File: src/rtl/piezo_pkg.sv
// piezo_pkg: shared types and default sizes for the piezo output stage.
//   drv_state_t : note FSM states (IDLE, PLAY)
//   drive_t     : requested bridge drive (OFF, HI, LO)
//   *_DFLT      : default widths and dead-time used by the modules
package piezo_pkg;

    typedef enum logic {
        IDLE = 1'b0,
        PLAY = 1'b1
    } drv_state_t;

    typedef enum logic [1:0] {
        OFF = 2'd0,
        HI  = 2'd1,
        LO  = 2'd2
    } drive_t;

    localparam int PERIOD_W_DFLT = 15;
    localparam int DUR_W_DFLT    = 24;
    localparam int DEAD_DFLT     = 4;

endpackage

File: src/rtl/piezo_drv_if.sv
// piezo_drv_if: note request handshake plus piezo status/drive signals.
//   master : tune sequencer side (drives note_vld/period/dur/stop)
//   slave  : piezo driver side (drives note_rdy, piezo, piezo_n, busy, note_done)
interface piezo_drv_if
    import piezo_pkg::*;
#(
    parameter int PERIOD_W = PERIOD_W_DFLT,
    parameter int DUR_W    = DUR_W_DFLT
);
    logic                note_vld;
    logic                note_rdy;
    logic [PERIOD_W-1:0] note_period;
    logic [DUR_W-1:0]    note_dur;
    logic                stop;
    logic                piezo;
    logic                piezo_n;
    logic                busy;
    logic                note_done;

    modport master (
        output note_vld, note_period, note_dur, stop,
        input  note_rdy, piezo, piezo_n, busy, note_done
    );

    modport slave (
        input  note_vld, note_period, note_dur, stop,
        output note_rdy, piezo, piezo_n, busy, note_done
    );
endinterface

File: src/rtl/piezo_deadtime.sv
// piezo_deadtime: break-before-make stage for the complementary piezo drive.
//   clk, rst   : clock and synchronous active-high reset
//   drv_i      : drive requested for the NEXT cycle
//   piezo_o    : registered high-side drive
//   piezo_n_o  : registered low-side drive
// A drive is only passed through once it has been requested for DEAD+1
// consecutive cycles, so every change leaves both outputs low for DEAD cycles.
module piezo_deadtime
    import piezo_pkg::*;
#(
    parameter int DEAD = DEAD_DFLT
) (
    input  logic   clk,
    input  logic   rst,
    input  drive_t drv_i,
    output logic   piezo_o,
    output logic   piezo_n_o
);
    localparam int            CW     = $clog2(DEAD + 2);
    localparam logic [CW-1:0] DEAD_C = CW'(DEAD);

    drive_t        drv_q;
    logic [CW-1:0] cnt_q, cnt_d;
    logic          piezo_q, piezo_d;
    logic          piezo_n_q, piezo_n_d;

    // cnt_d = (length of the run of identical requests ending next cycle) - 1,
    // saturated at DEAD; the drive is applied once the run reaches DEAD+1.
    always_comb begin
        cnt_d = cnt_q;
        if (drv_i != drv_q) begin
            cnt_d = '0;
        end else if (cnt_q < DEAD_C) begin
            cnt_d = cnt_q + CW'(1);
        end
        piezo_d   = (cnt_d >= DEAD_C) && (drv_i == HI);
        piezo_n_d = (cnt_d >= DEAD_C) && (drv_i == LO);
    end

    always_ff @(posedge clk) begin
        if (rst) begin
            drv_q     <= OFF;
            cnt_q     <= '0;
            piezo_q   <= 1'b0;
            piezo_n_q <= 1'b0;
        end else begin
            drv_q     <= drv_i;
            cnt_q     <= cnt_d;
            piezo_q   <= piezo_d;
            piezo_n_q <= piezo_n_d;
        end
    end

    assign piezo_o   = piezo_q;
    assign piezo_n_o = piezo_n_q;
endmodule

File: src/rtl/piezo_drv.sv
// piezo_drv: output stage for the tune sequencer.
//   clk, rst : clock and synchronous active-high reset
//   bus      : piezo_drv_if.slave (note handshake, stop, drive outputs, status)
// Holds one active note plus one buffered note, generates a 50% square wave
// with dead-time on piezo/piezo_n and pulses note_done when a note ends.
module piezo_drv
    import piezo_pkg::*;
#(
    parameter bit FAST_SIM = 1'b1,
    parameter int PERIOD_W = PERIOD_W_DFLT,
    parameter int DUR_W    = DUR_W_DFLT,
    parameter int DEAD     = DEAD_DFLT
) (
    input logic        clk,
    input logic        rst,
    piezo_drv_if.slave bus
);
    localparam logic [DUR_W:0]    STEP     = FAST_SIM ? (DUR_W+1)'(16) : (DUR_W+1)'(1);
    localparam logic [PERIOD_W:0] REST_LIM = (PERIOD_W+1)'(2*DEAD + 2);

    drv_state_t          state_q, state_d;
    logic [PERIOD_W-1:0] act_per_q, act_per_d;
    logic [DUR_W-1:0]    act_dur_q, act_dur_d;
    logic [PERIOD_W-1:0] buf_per_q, buf_per_d;
    logic [DUR_W-1:0]    buf_dur_q, buf_dur_d;
    logic                buf_vld_q, buf_vld_d;
    logic [PERIOD_W-1:0] pcnt_q, pcnt_d;
    logic [DUR_W-1:0]    dcnt_q, dcnt_d;

    logic                accept;
    logic                note_end;
    logic [DUR_W:0]      dsum;
    logic [PERIOD_W:0]   pnext;
    drive_t              drive_nxt;

    assign bus.note_rdy  = !buf_vld_q && !bus.stop && !rst;
    assign accept        = bus.note_vld && bus.note_rdy;
    assign dsum          = {1'b0, dcnt_q} + STEP;
    assign pnext         = {1'b0, pcnt_q} + (PERIOD_W+1)'(1);
    assign note_end      = (state_q == PLAY) && (dsum >= {1'b0, act_dur_q});
    assign bus.note_done = note_end && !bus.stop && !rst;
    assign bus.busy      = (state_q == PLAY);

    // Next-state: stop wins; a finishing note hands over to the buffer, or
    // to a note accepted in the same cycle, so back-to-back notes have no gap.
    always_comb begin
        state_d   = state_q;
        act_per_d = act_per_q;
        act_dur_d = act_dur_q;
        buf_per_d = buf_per_q;
        buf_dur_d = buf_dur_q;
        buf_vld_d = buf_vld_q;
        pcnt_d    = (pnext >= {1'b0, act_per_q}) ? '0 : pnext[PERIOD_W-1:0];
        dcnt_d    = dsum[DUR_W-1:0];
        if (bus.stop) begin
            state_d   = IDLE;
            buf_vld_d = 1'b0;
            pcnt_d    = '0;
            dcnt_d    = '0;
        end else if (state_q == IDLE) begin
            pcnt_d = '0;
            dcnt_d = '0;
            if (accept) begin
                state_d   = PLAY;
                act_per_d = bus.note_period;
                act_dur_d = bus.note_dur;
            end
        end else if (note_end) begin
            pcnt_d = '0;
            dcnt_d = '0;
            if (buf_vld_q) begin
                act_per_d = buf_per_q;
                act_dur_d = buf_dur_q;
                buf_vld_d = 1'b0;
            end else if (accept) begin
                act_per_d = bus.note_period;
                act_dur_d = bus.note_dur;
            end else begin
                state_d = IDLE;
            end
        end else if (accept) begin
            buf_per_d = bus.note_period;
            buf_dur_d = bus.note_dur;
            buf_vld_d = 1'b1;
        end
    end

    // Drive wanted in the next cycle, derived from next-state values so the
    // dead-time stage can register its outputs without adding latency.
    always_comb begin
        drive_nxt = OFF;
        if ((state_d == PLAY) && ({1'b0, act_per_d} >= REST_LIM)) begin
            drive_nxt = (pcnt_d < (act_per_d >> 1)) ? HI : LO;
        end
    end

    always_ff @(posedge clk) begin
        if (rst) begin
            state_q   <= IDLE;
            act_per_q <= '0;
            act_dur_q <= '0;
            buf_per_q <= '0;
            buf_dur_q <= '0;
            buf_vld_q <= 1'b0;
            pcnt_q    <= '0;
            dcnt_q    <= '0;
        end else begin
            state_q   <= state_d;
            act_per_q <= act_per_d;
            act_dur_q <= act_dur_d;
            buf_per_q <= buf_per_d;
            buf_dur_q <= buf_dur_d;
            buf_vld_q <= buf_vld_d;
            pcnt_q    <= pcnt_d;
            dcnt_q    <= dcnt_d;
        end
    end

    piezo_deadtime #(
        .DEAD(DEAD)
    ) u_deadtime (
        .clk       (clk),
        .rst       (rst),
        .drv_i     (drive_nxt),
        .piezo_o   (bus.piezo),
        .piezo_n_o (bus.piezo_n)
    );
endmodule

File: src/flat_wrapper.sv
// flat-port wrapper written by rule: the top's interface ports become plain ports
module piezo_drv_flat import piezo_pkg::*;
#(
    parameter bit FAST_SIM = 1'b1,
    parameter int PERIOD_W = PERIOD_W_DFLT,
    parameter int DUR_W    = DUR_W_DFLT,
    parameter int DEAD     = DEAD_DFLT
)
  (clk, rst, bus_note_vld, bus_note_period, bus_note_dur, bus_stop, bus_note_rdy, bus_piezo, bus_piezo_n, bus_busy, bus_note_done);
  piezo_drv_if #(.PERIOD_W(PERIOD_W), .DUR_W(DUR_W)) bus_i ();
  input logic clk;
  input logic rst;
  input wire logic [$bits(bus_i.note_vld)-1:0] bus_note_vld;
  input wire logic [$bits(bus_i.note_period)-1:0] bus_note_period;
  input wire logic [$bits(bus_i.note_dur)-1:0] bus_note_dur;
  input wire logic [$bits(bus_i.stop)-1:0] bus_stop;
  output wire logic [$bits(bus_i.note_rdy)-1:0] bus_note_rdy;
  output wire logic [$bits(bus_i.piezo)-1:0] bus_piezo;
  output wire logic [$bits(bus_i.piezo_n)-1:0] bus_piezo_n;
  output wire logic [$bits(bus_i.busy)-1:0] bus_busy;
  output wire logic [$bits(bus_i.note_done)-1:0] bus_note_done;
  assign bus_i.note_vld = bus_note_vld;
  assign bus_i.note_period = bus_note_period;
  assign bus_i.note_dur = bus_note_dur;
  assign bus_i.stop = bus_stop;
  assign bus_note_rdy = bus_i.note_rdy;
  assign bus_piezo = bus_i.piezo;
  assign bus_piezo_n = bus_i.piezo_n;
  assign bus_busy = bus_i.busy;
  assign bus_note_done = bus_i.note_done;
  piezo_drv #(.FAST_SIM(FAST_SIM), .PERIOD_W(PERIOD_W), .DUR_W(DUR_W), .DEAD(DEAD)) u_core (.clk(clk), .rst(rst), .bus(bus_i));
endmodule
File: config.mk
export PLATFORM = sky130hd
export DESIGN_NAME = piezo_drv_flat
export DESIGN_NICKNAME = d
export VERILOG_FILES = /design/src/rtl/piezo_pkg.sv /design/src/rtl/piezo_drv_if.sv /design/src/rtl/piezo_deadtime.sv /design/src/rtl/piezo_drv.sv /design/src/flat_wrapper.sv
export SDC_FILE = /design/constraint.sdc
export NUM_CORES = 1
export LEC_CHECK = 0
export BUFFER_PORTS_ARGS = -buffer_cell sky130_fd_sc_hd__buf_2
export CORE_MARGIN = 1.5
export CORE_UTILIZATION = 45
export CTS_BUF_LIST = sky130_fd_sc_hd__clkbuf_4
export CTS_CLUSTER_SIZE = 10
export DETAILED_ROUTE_END_ITERATION = 8
export PLACE_DENSITY_LB_ADDON = 0.15
export SLEW_MARGIN = 10
export SYNTH_ARGS = -nofsm -noshare
export SYNTH_HDL_FRONTEND = slang
export SYNTH_SLANG_ARGS = --single-unit
export TNS_END_PERCENT = 1
File: constraint.sdc
create_clock -name clk -period 8.8 [get_ports clk]
set_input_delay 2.2 -clock clk [delete_from_list [all_inputs] [get_ports clk]]
set_output_delay 2.2 -clock clk [all_outputs]
set_load 0.01 [all_outputs]
==> metrics.csv, run 1 <==
metric,value,unit
cts.repair_timing.setup_buffer_count,0,
netSwitchingPower,291,uW
grt_antenna_before_repair,1,
power_frac_clock,39.3,%
drt_pass1_iterations,6,
worst_hold_startpoint,u_core.buf_dur_q[20]$_SDFFE_PP0P_,
whs_path_depth,2,
synth_seq_area_share,38.1,%
crit_path_max_fanout,7,
netlist_instances,784,
hpwlAfterDp,11700,microns
synth.net_count,878,
cell_internal_power,852,uW
synth_enable_flop_cells,0,
worstHoldPathType,flip-flop to flip-flop,
share_comb_of_total_power,10.7,%
final.setup.tns,0,ns
worst_skew_pair.late_latency,0.53,ns
grt_setup_unrepaired,false,
detailedRoute.firstIterationViolations,517,
ctsRootBufferMaster,sky130_fd_sc_hd__clkbuf_4,
wire_per_inst,16.2,microns
htree_levels,4,
clock_sinks,122,
tritoncts_clock_tree,yes,
worst_setup_hold_path_clk_slew,0.11,ns
post_synth.cell_area_avg,8.17,sq um
period_minus_slack,6.39,ns
async_reset_ff_share,0,%
setup.worst_path.class,flip-flop to primary output,
power.density,161,nW/um^2
gp_routability_congestion,0.935,
numPortBuffers,47,
finalNonFillerCells,1012,
final_net_count,912,
worst-r2r-cell-count,24,
place_ws,2.34,ns
share_seq_of_total_power,50.1,%
drc_errors,0,
area_growth,11.0,%
setup-violations-final,0,
cap_violations,0,
fmax,0.157,GHz
drt_wl_total,16400,microns
numPlacedInstances,979,
io-pin-count,48,
finClkSkew,0.0222,ns
timing.final.crit_share,72.6,%
maximum_number_of_pins_on_one_net_before_global_route_repair,88,
ys_warn_count,0,
initial_utilization,46.1,%
cp_data_required_time,6.60,ns
grt_first_pass_wirelength,27300,microns
final.setup.worst_slack,2.41,ns
report.final.hold_viol_count,0,
antenna_left,0,
global_route.overflow_total,0,
r2r_setup_slack,2.66,ns
cp-startpoint,u_core.dcnt_q[4]$_SDFF_PP0_,
timing_max_transition_violations_final,0,
tightest_slew,1.09,ns
worstReg2RegStart,u_core.dcnt_q[4]$_SDFF_PP0_,
p_sw_share,25.5,%
post_cts_hold_buffer_count,0,
synth-main-ff-cell,sky130_fd_sc_hd__dfxtp_1,
hold_path_end,u_core.buf_dur_q[20]$_SDFFE_PP0P_,
power.static_leakage,2.80,nW
worstSetupStartpointType,flip-flop,
num_vias,5682,
synth_seq_cells,122,
r2r_endpoint,u_core.u_deadtime.cnt_q[0]$_SDFF_PP0_,
deepest_clock_path_buffer_count,2,
end_kind,primary output,
grt_pass1_vias,5716,
ir_worst_vdd,130,uV
timing.slew.headroom,27.1,%
die_height,122,microns
post_synthesis_cell_area,6400,sq um
layout-drive-gt1-share,12.8,%
floorplan.core_area,13900,sq um
outcome,"finished, final reports clean",
crit_arrival,4.19,ns
placement_rows,43,
ctsResizeCount,0,
number_of_clock_buffers_inserted_by_tritoncts,17,
synth_cell_type_count,58,
die_x,122,microns
via_per_inst,5.61,
die_ar,15000,sq um
total_track_usage,23.4,%
layout make-up:
class,instances,area (sq um)
Tap cell,180,225
Multi-Input combinational cell,565,3610
Sequential cell,122,2440
Fill cell,1349,6770
Timing Repair Buffer,55,295
Inverter,57,214
Clock inverter,9,146
Antenna cell,1,2.50
Clock buffer,23,173
worst max-delay path by stage:
stage | to | slack, ns | depth (start not counted)
after floorplan | u_core.u_deadtime.cnt_q[0]$_SDFF_PP0_ | 3.12 | 20
after global placement | u_core.u_deadtime.cnt_q[1]$_SDFF_PP0_ | 2.60 | 19
after detailed placement | u_core.u_deadtime.cnt_q[0]$_SDFF_PP0_ | 2.34 | 19
after CTS | bus_note_done | 2.33 | 11
after global routing | bus_note_done | 2.05 | 11
final | bus_note_done | 2.41 | 11
metrics by stage:
stage               power (mW)  instance area [sq um]  hold slack, ns  utilization [%]
global route              1.19                   7110           0.475             51.2
finish                    1.14                   7110           0.460             51.2
floorplan                0.665                   6400           0.433                -
global placement         0.701                   6790           0.442             48.9
CTS                       1.15                   7110           0.462             51.2
detailed placement       0.706                   6790           0.447             48.9
worst max-delay path: stages, from the launching register on:
cell                      delay [ns]
sky130_fd_sc_hd__dfxtp_1        0.41
sky130_fd_sc_hd__ha_1           0.26
sky130_fd_sc_hd__nand4_1        0.35
sky130_fd_sc_hd__nor3_1         0.33
sky130_fd_sc_hd__xnor2_1        0.14
sky130_fd_sc_hd__ha_1           0.31
sky130_fd_sc_hd__nand4_1        0.12
sky130_fd_sc_hd__or4_1          0.64
sky130_fd_sc_hd__o31ai_4        0.43
sky130_fd_sc_hd__nor2_1         0.21
sky130_fd_sc_hd__nor3_1         0.28
sky130_fd_sc_hd__buf_2          0.18
metal layers:
metal | vias up | global-route usage, % | wire length (microns)
met4 | 0 | 10.6 | 534
li1 | 2834 | - | -
met2 | 134 | 38.9 | 7700
met5 | - | 0 | 0
met1 | 2684 | 29.0 | 7470
met3 | 30 | 5.25 | 731
registers in the layout (all words and copies together), names as in the netlist:
register                     cells
u_core.act_dur_q                24
u_core.buf_per_q                15
u_core.dcnt_q                   20
u_core.pcnt_q                   15
u_core.buf_vld_q                 1
u_core.u_deadtime.piezo_o        1
u_core.u_deadtime.piezo_n_o      1
u_core.u_deadtime.cnt_q          3
u_core.u_deadtime.drv_q          2
u_core.bus.busy                  1
u_core.act_per_q                15
u_core.buf_dur_q                24
layout by cell type (no fill, tap or decap), types with 4 or more instances in the layout:
cell                        instances
sky130_fd_sc_hd__clkbuf_4          23
sky130_fd_sc_hd__xnor2_1           17
sky130_fd_sc_hd__nor2b_1           20
sky130_fd_sc_hd__xor2_1            15
sky130_fd_sc_hd__nand2b_1           6
sky130_fd_sc_hd__o21a_1             4
sky130_fd_sc_hd__a211oi_1          10
sky130_fd_sc_hd__inv_1             57
sky130_fd_sc_hd__nor2_1            77
sky130_fd_sc_hd__a21oi_1           64
sky130_fd_sc_hd__and4_1             4
sky130_fd_sc_hd__nor3_1            13
sky130_fd_sc_hd__bufinv_16          4
sky130_fd_sc_hd__nand3_1           18
sky130_fd_sc_hd__nand4_1           12
sky130_fd_sc_hd__and3_1             7
sky130_fd_sc_hd__a221oi_1          21
sky130_fd_sc_hd__o21ai_0           19
sky130_fd_sc_hd__buf_4              8
sky130_fd_sc_hd__a31oi_1            7
sky130_fd_sc_hd__a21o_1             9
sky130_fd_sc_hd__a222oi_1           5
sky130_fd_sc_hd__ha_1              51
sky130_fd_sc_hd__o22ai_1           25
sky130_fd_sc_hd__dfxtp_1          122
sky130_fd_sc_hd__nand2_1          111
sky130_fd_sc_hd__buf_2             47
power groups by stage:
stage / registers (mW) / clock network, mW / logic, mW
2_1_floorplan: 0.582 / 0 / 0.0834
3_3_place_gp: 0.583 / 0 / 0.117
3_5_place_dp: 0.585 / 0 / 0.122
4_1_cts: 0.572 / 0.458 / 0.122
5_1_grt: 0.574 / 0.486 / 0.134
6_report: 0.572 / 0.449 / 0.122
synthesized netlist by cell type, types with 3 or more instances:
master / count / area share (%)
sky130_fd_sc_hd__a2111oi_0: 3 / 0.41
sky130_fd_sc_hd__a211oi_1: 10 / 1.2
sky130_fd_sc_hd__a21o_1: 9 / 1.1
sky130_fd_sc_hd__a21oi_1: 64 / 5.0
sky130_fd_sc_hd__a221oi_1: 21 / 2.9
sky130_fd_sc_hd__a222oi_1: 5 / 0.78
sky130_fd_sc_hd__a31oi_1: 7 / 0.68
sky130_fd_sc_hd__and3_1: 7 / 0.68
sky130_fd_sc_hd__and4_1: 4 / 0.55
sky130_fd_sc_hd__buf_1: 3 / 0.18
sky130_fd_sc_hd__clkbuf_1: 37 / 2.2
sky130_fd_sc_hd__dfxtp_1: 122 / 38
sky130_fd_sc_hd__ha_1: 51 / 10
sky130_fd_sc_hd__inv_1: 57 / 3.3
sky130_fd_sc_hd__nand2_1: 111 / 6.5
sky130_fd_sc_hd__nand2b_1: 6 / 0.59
sky130_fd_sc_hd__nand3_1: 18 / 1.4
sky130_fd_sc_hd__nand4_1: 12 / 1.2
sky130_fd_sc_hd__nor2_1: 77 / 4.5
sky130_fd_sc_hd__nor2b_1: 20 / 2.0
sky130_fd_sc_hd__nor3_1: 14 / 1.1
sky130_fd_sc_hd__nor4_1: 3 / 0.29
sky130_fd_sc_hd__o21a_1: 4 / 0.47
sky130_fd_sc_hd__o21ai_0: 19 / 1.5
sky130_fd_sc_hd__o22ai_1: 25 / 2.4
sky130_fd_sc_hd__or3_1: 3 / 0.29
sky130_fd_sc_hd__xnor2_1: 17 / 2.3
sky130_fd_sc_hd__xor2_1: 15 / 2.1
cells by family after synthesis:
logic type	Yosys count	share of synthesized area (%)
multiplexers	2	0.332
adder cells (fa/ha/maj)	51	9.96
AND/OR/NAND/NOR	289	21.2
XOR/XNOR	32	4.38
buffers and inverters	97	5.68
AO/OA/AOI/OAI	191	20.4
flip-flops	122	38.1
Power figures use the tool's default switching activity.
==> run 2: changes to the inputs <==
Clock period 8.8 ns to 5.9 ns, I/O delays scaled along.
==> metrics.csv, run 2 (synthesized netlist as in run 1, its figures left out) <==
metric,value,unit,change
layout_common_cells,"sky130_fd_sc_hd__dfxtp_1 (122), sky130_fd_sc_hd__nand2_1 (111), sky130_fd_sc_hd__nor2_1 (77)",,
worstPathCellList,nand3_1 -> nor2_1 -> and3_1 -> and2_1 -> nand4_1 -> xnor2_1 -> ha_1 -> nand4_1 -> or4_1 -> nand2b_1 -> o31a_1 -> buf_4 -> a21oi_2 -> buf_4 -> mux2_2 -> ha_1 -> a21oi_1 -> nand2_1 -> a21oi_1 -> o221ai_2 -> nor4b_2 -> o21ai_2 -> a31oi_1,,
wire_per_inst,16.4,microns,+0.86%
reg_top3,"u_core.act_dur_q: 24 flops, u_core.buf_dur_q: 24 flops, u_core.dcnt_q: 20 flops",,
placed_area,6870,sq um,+1.2%
end_kind,flip-flop,,
die_x,122,microns,unchanged
cpMaxStageDelayCell,sky130_fd_sc_hd__or4_1,,
finClkSkew,0.0196,ns,-0.00256 ns
worstHoldPathType,flip-flop to flip-flop,,
hpwlAfterDp,12400,microns,+5.6%
r2r_endpoint,u_core.u_deadtime.cnt_q[0]$_SDFF_PP0_,,
via_per_inst,5.58,,-0.54%
ctsRootBufferMaster,sky130_fd_sc_hd__clkbuf_4,,
timing.critical_path.slowest_cell_delay,0.61,ns,-0.03 ns
power_frac_clock,36.8,%,-2.5 points
final.setup.tns,0,ns,unchanged
finish.utilization,52.1,%,+0.88 points
crit_path_max_fanout,16,,+9
cp_data_required_time,6.35,ns,-0.25 ns
io-pin-count,48,,unchanged
gp_routability_congestion,0.912,,-2.4%
tightest_slew,0.851,ns,-0.239 ns
fmax,0.178,GHz,
numPortBuffers,47,,unchanged
tritoncts_clock_tree,yes,,
grt_setup_unrepaired,true,,
share_seq_of_total_power,51.0,%,+0.9 points
grt_pass1_vias,5804,,+1.5%
final.setup.worst_slack,0.277,ns,-2.14 ns
drt_wl_total,16800,microns,+2.4%
hold_path_end,u_core.buf_dur_q[5]$_SDFFE_PP0P_,,
deepest_clock_path_buffer_count,2,,unchanged
placement_rows,43,,unchanged
share_comb_of_total_power,12.2,%,+1.5 points
worst_setup_hold_path_clk_slew,0.10,ns,about the same
whs_path_depth,2,,unchanged
final_net_count,930,,+2.0%
power.density,231,nW/um^2,+44%
num_vias,5735,,+0.93%
post-route-cell-area,7230,sq um,+1.7%
antenna_left,0,,unchanged
timing.final.crit_share,95.3,%,
period_minus_slack,5.62,ns,
most_frequent_standard_cell_in_the_layout_excluding_fill_and_tap_cells,sky130_fd_sc_hd__dfxtp_1,,
timing.slew.headroom,43.0,%,+16 points
number_of_clock_buffers_inserted_by_tritoncts,17,,unchanged
global_route.overflow_total,0,,unchanged
report.final.hold_viol_count,0,,unchanged
clock_sinks,122,,unchanged
worstReg2RegStart,u_core.dcnt_q[6]$_SDFF_PP0_,,
cell_internal_power,1.23,mW,+44%
worst_skew_pair.late_latency,0.54,ns,about the same
crit_arrival,6.07,ns,+1.88 ns
netSwitchingPower,443,uW,+52%
antenna_cells,0,,-1
post_cts_hold_buffer_count,0,,unchanged
setup-violations-final,0,,unchanged
htree_levels,4,,unchanged
timing_max_transition_violations_final,0,,unchanged
power.static_leakage,2.87,nW,+2.4%
maximum_number_of_pins_on_one_net_before_global_route_repair,50,,-43%
p_sw_share,26.5,%,+1.0 points
detailedRoute.firstIterationViolations,386,,-25%
total_track_usage,24.0,%,+0.55 points
grt_first_pass_wirelength,27800,microns,+1.9%
drc_errors,0,,unchanged
die_height,122,microns,unchanged
area_growth,12.9,%,
worstSetupStartpointType,flip-flop,,
grt_antenna_before_repair,0,,-1
drt_pass1_iterations,5,,-1
worst_hold_startpoint,u_core.buf_dur_q[5]$_SDFFE_PP0P_,,
die_ar,15000,sq um,unchanged
cap_violations,0,,unchanged
r2r_setup_slack,0.28,ns,-2.38 ns
setup.worst_path.class,flip-flop to flip-flop,,
place_ws,0.153,ns,-2.19 ns
floorplan.core_area,13900,sq um,unchanged
layout-drive-gt1-share,15.0,%,+2.2 points
outcome,"finished, final reports clean",,
initial_utilization,46.1,%,unchanged
ir_worst_vdd,158,uV,+21%
worst-r2r-cell-count,23,,-4.2%
## run 2: changes by cell type in the layout (fill, tap and decap cells not counted), moves of 2 or more
| cell | before | now |
|---|---|---|
| sky130_fd_sc_hd__buf_4 | 8 | 26 |
| sky130_fd_sc_hd__a21oi_1 | 64 | 62 |
| sky130_fd_sc_hd__a21oi_2 | 2 | 4 |
| sky130_fd_sc_hd__clkbuf_4 | 23 | 21 |
## run 2: routing by layer
| metal | part of all wire, % | routed length (microns) | track usage (%) | vias to the layer above |
|---|---|---|---|---|
| met1 | 43 | 7250 | 29.0 | 2692 |
| li1 | - | - | - | 2875 |
| met4 | 2.3 | 384 | 8.43 | 0 |
| met2 | 50 | 8340 | 41.4 | 147 |
| met5 | 0 | 0 | 0 | - |
| met3 | 5.0 | 838 | 5.90 | 21 |
## run 2: worst max-delay path by stage
| stage | cells past startpoint | slack [ns] | to | from |
|---|---|---|---|---|
| floorplan | 25 | 0.74 | u_core.u_deadtime.cnt_q[0]$_SDFF_PP0_ | u_core.dcnt_q[6]$_SDFF_PP0_ |
| global placement | 22 | 0.46 | u_core.u_deadtime.cnt_q[1]$_SDFF_PP0_ | u_core.dcnt_q[6]$_SDFF_PP0_ |
| detailed placement | 22 | 0.15 | u_core.u_deadtime.cnt_q[0]$_SDFF_PP0_ | u_core.dcnt_q[6]$_SDFF_PP0_ |
| CTS | 22 | 0.08 | u_core.u_deadtime.cnt_q[0]$_SDFF_PP0_ | u_core.dcnt_q[6]$_SDFF_PP0_ |
| global route | 23 | -0.07 | u_core.u_deadtime.piezo_n_o$_SDFF_PP0_ | u_core.dcnt_q[4]$_SDFF_PP0_ |
| finish | 23 | 0.28 | u_core.u_deadtime.cnt_q[0]$_SDFF_PP0_ | u_core.dcnt_q[6]$_SDFF_PP0_ |
## run 2: area by class of cell
type | instances | area (sq um)
Timing Repair Buffer | 73 | 430
Multi-Input combinational cell | 565 | 3640
Fill cell | 1339 | 6650
Sequential cell | 122 | 2440
Inverter | 57 | 214
Tap cell | 180 | 225
Clock buffer | 21 | 158
Clock inverter | 9 | 125
## run 2: repair_timing
| action | CTS | global route |
|---|---|---|
| setup buffers | 0 | 7 |
| setup endpoints to repair | 0 | 7 |
| gates resized for setup | 0 | 6 |
## run 2: critical path: cells and delay by family (launching register included)
kind	cells	cell delay, ns
flip-flops	1	0.43
adder cells (fa/ha/maj)	2	0.50
XOR/XNOR	1	0.18
buffers and inverters	2	0.48
multiplexers	1	0.38
AND/OR/NAND/NOR	10	2.17
AO/OA/AOI/OAI	7	1.40
## run 2: stage by stage
| stage | total power [mW] | hold slack, ns | cells |
|---|---|---|---|
| floorplan | 0.992 | 0.433 | 784 |
| global placement | 1.06 | 0.443 | 990 |
| detailed placement | 1.06 | 0.448 | 990 |
| CTS | 1.68 | 0.465 | 1020 |
| global route | 1.74 | 0.479 | 1027 |
| finish | 1.67 | 0.460 | 1027 |
## run 2: power by group through the flow
stage	Combinational, mW	Sequential (mW)	Clock (mW)
after floorplan	0.124	0.868	0
after global placement	0.185	0.870	0
after detailed placement	0.191	0.871	0
after CTS	0.193	0.852	0.633
after global routing	0.224	0.854	0.664
final	0.203	0.852	0.614
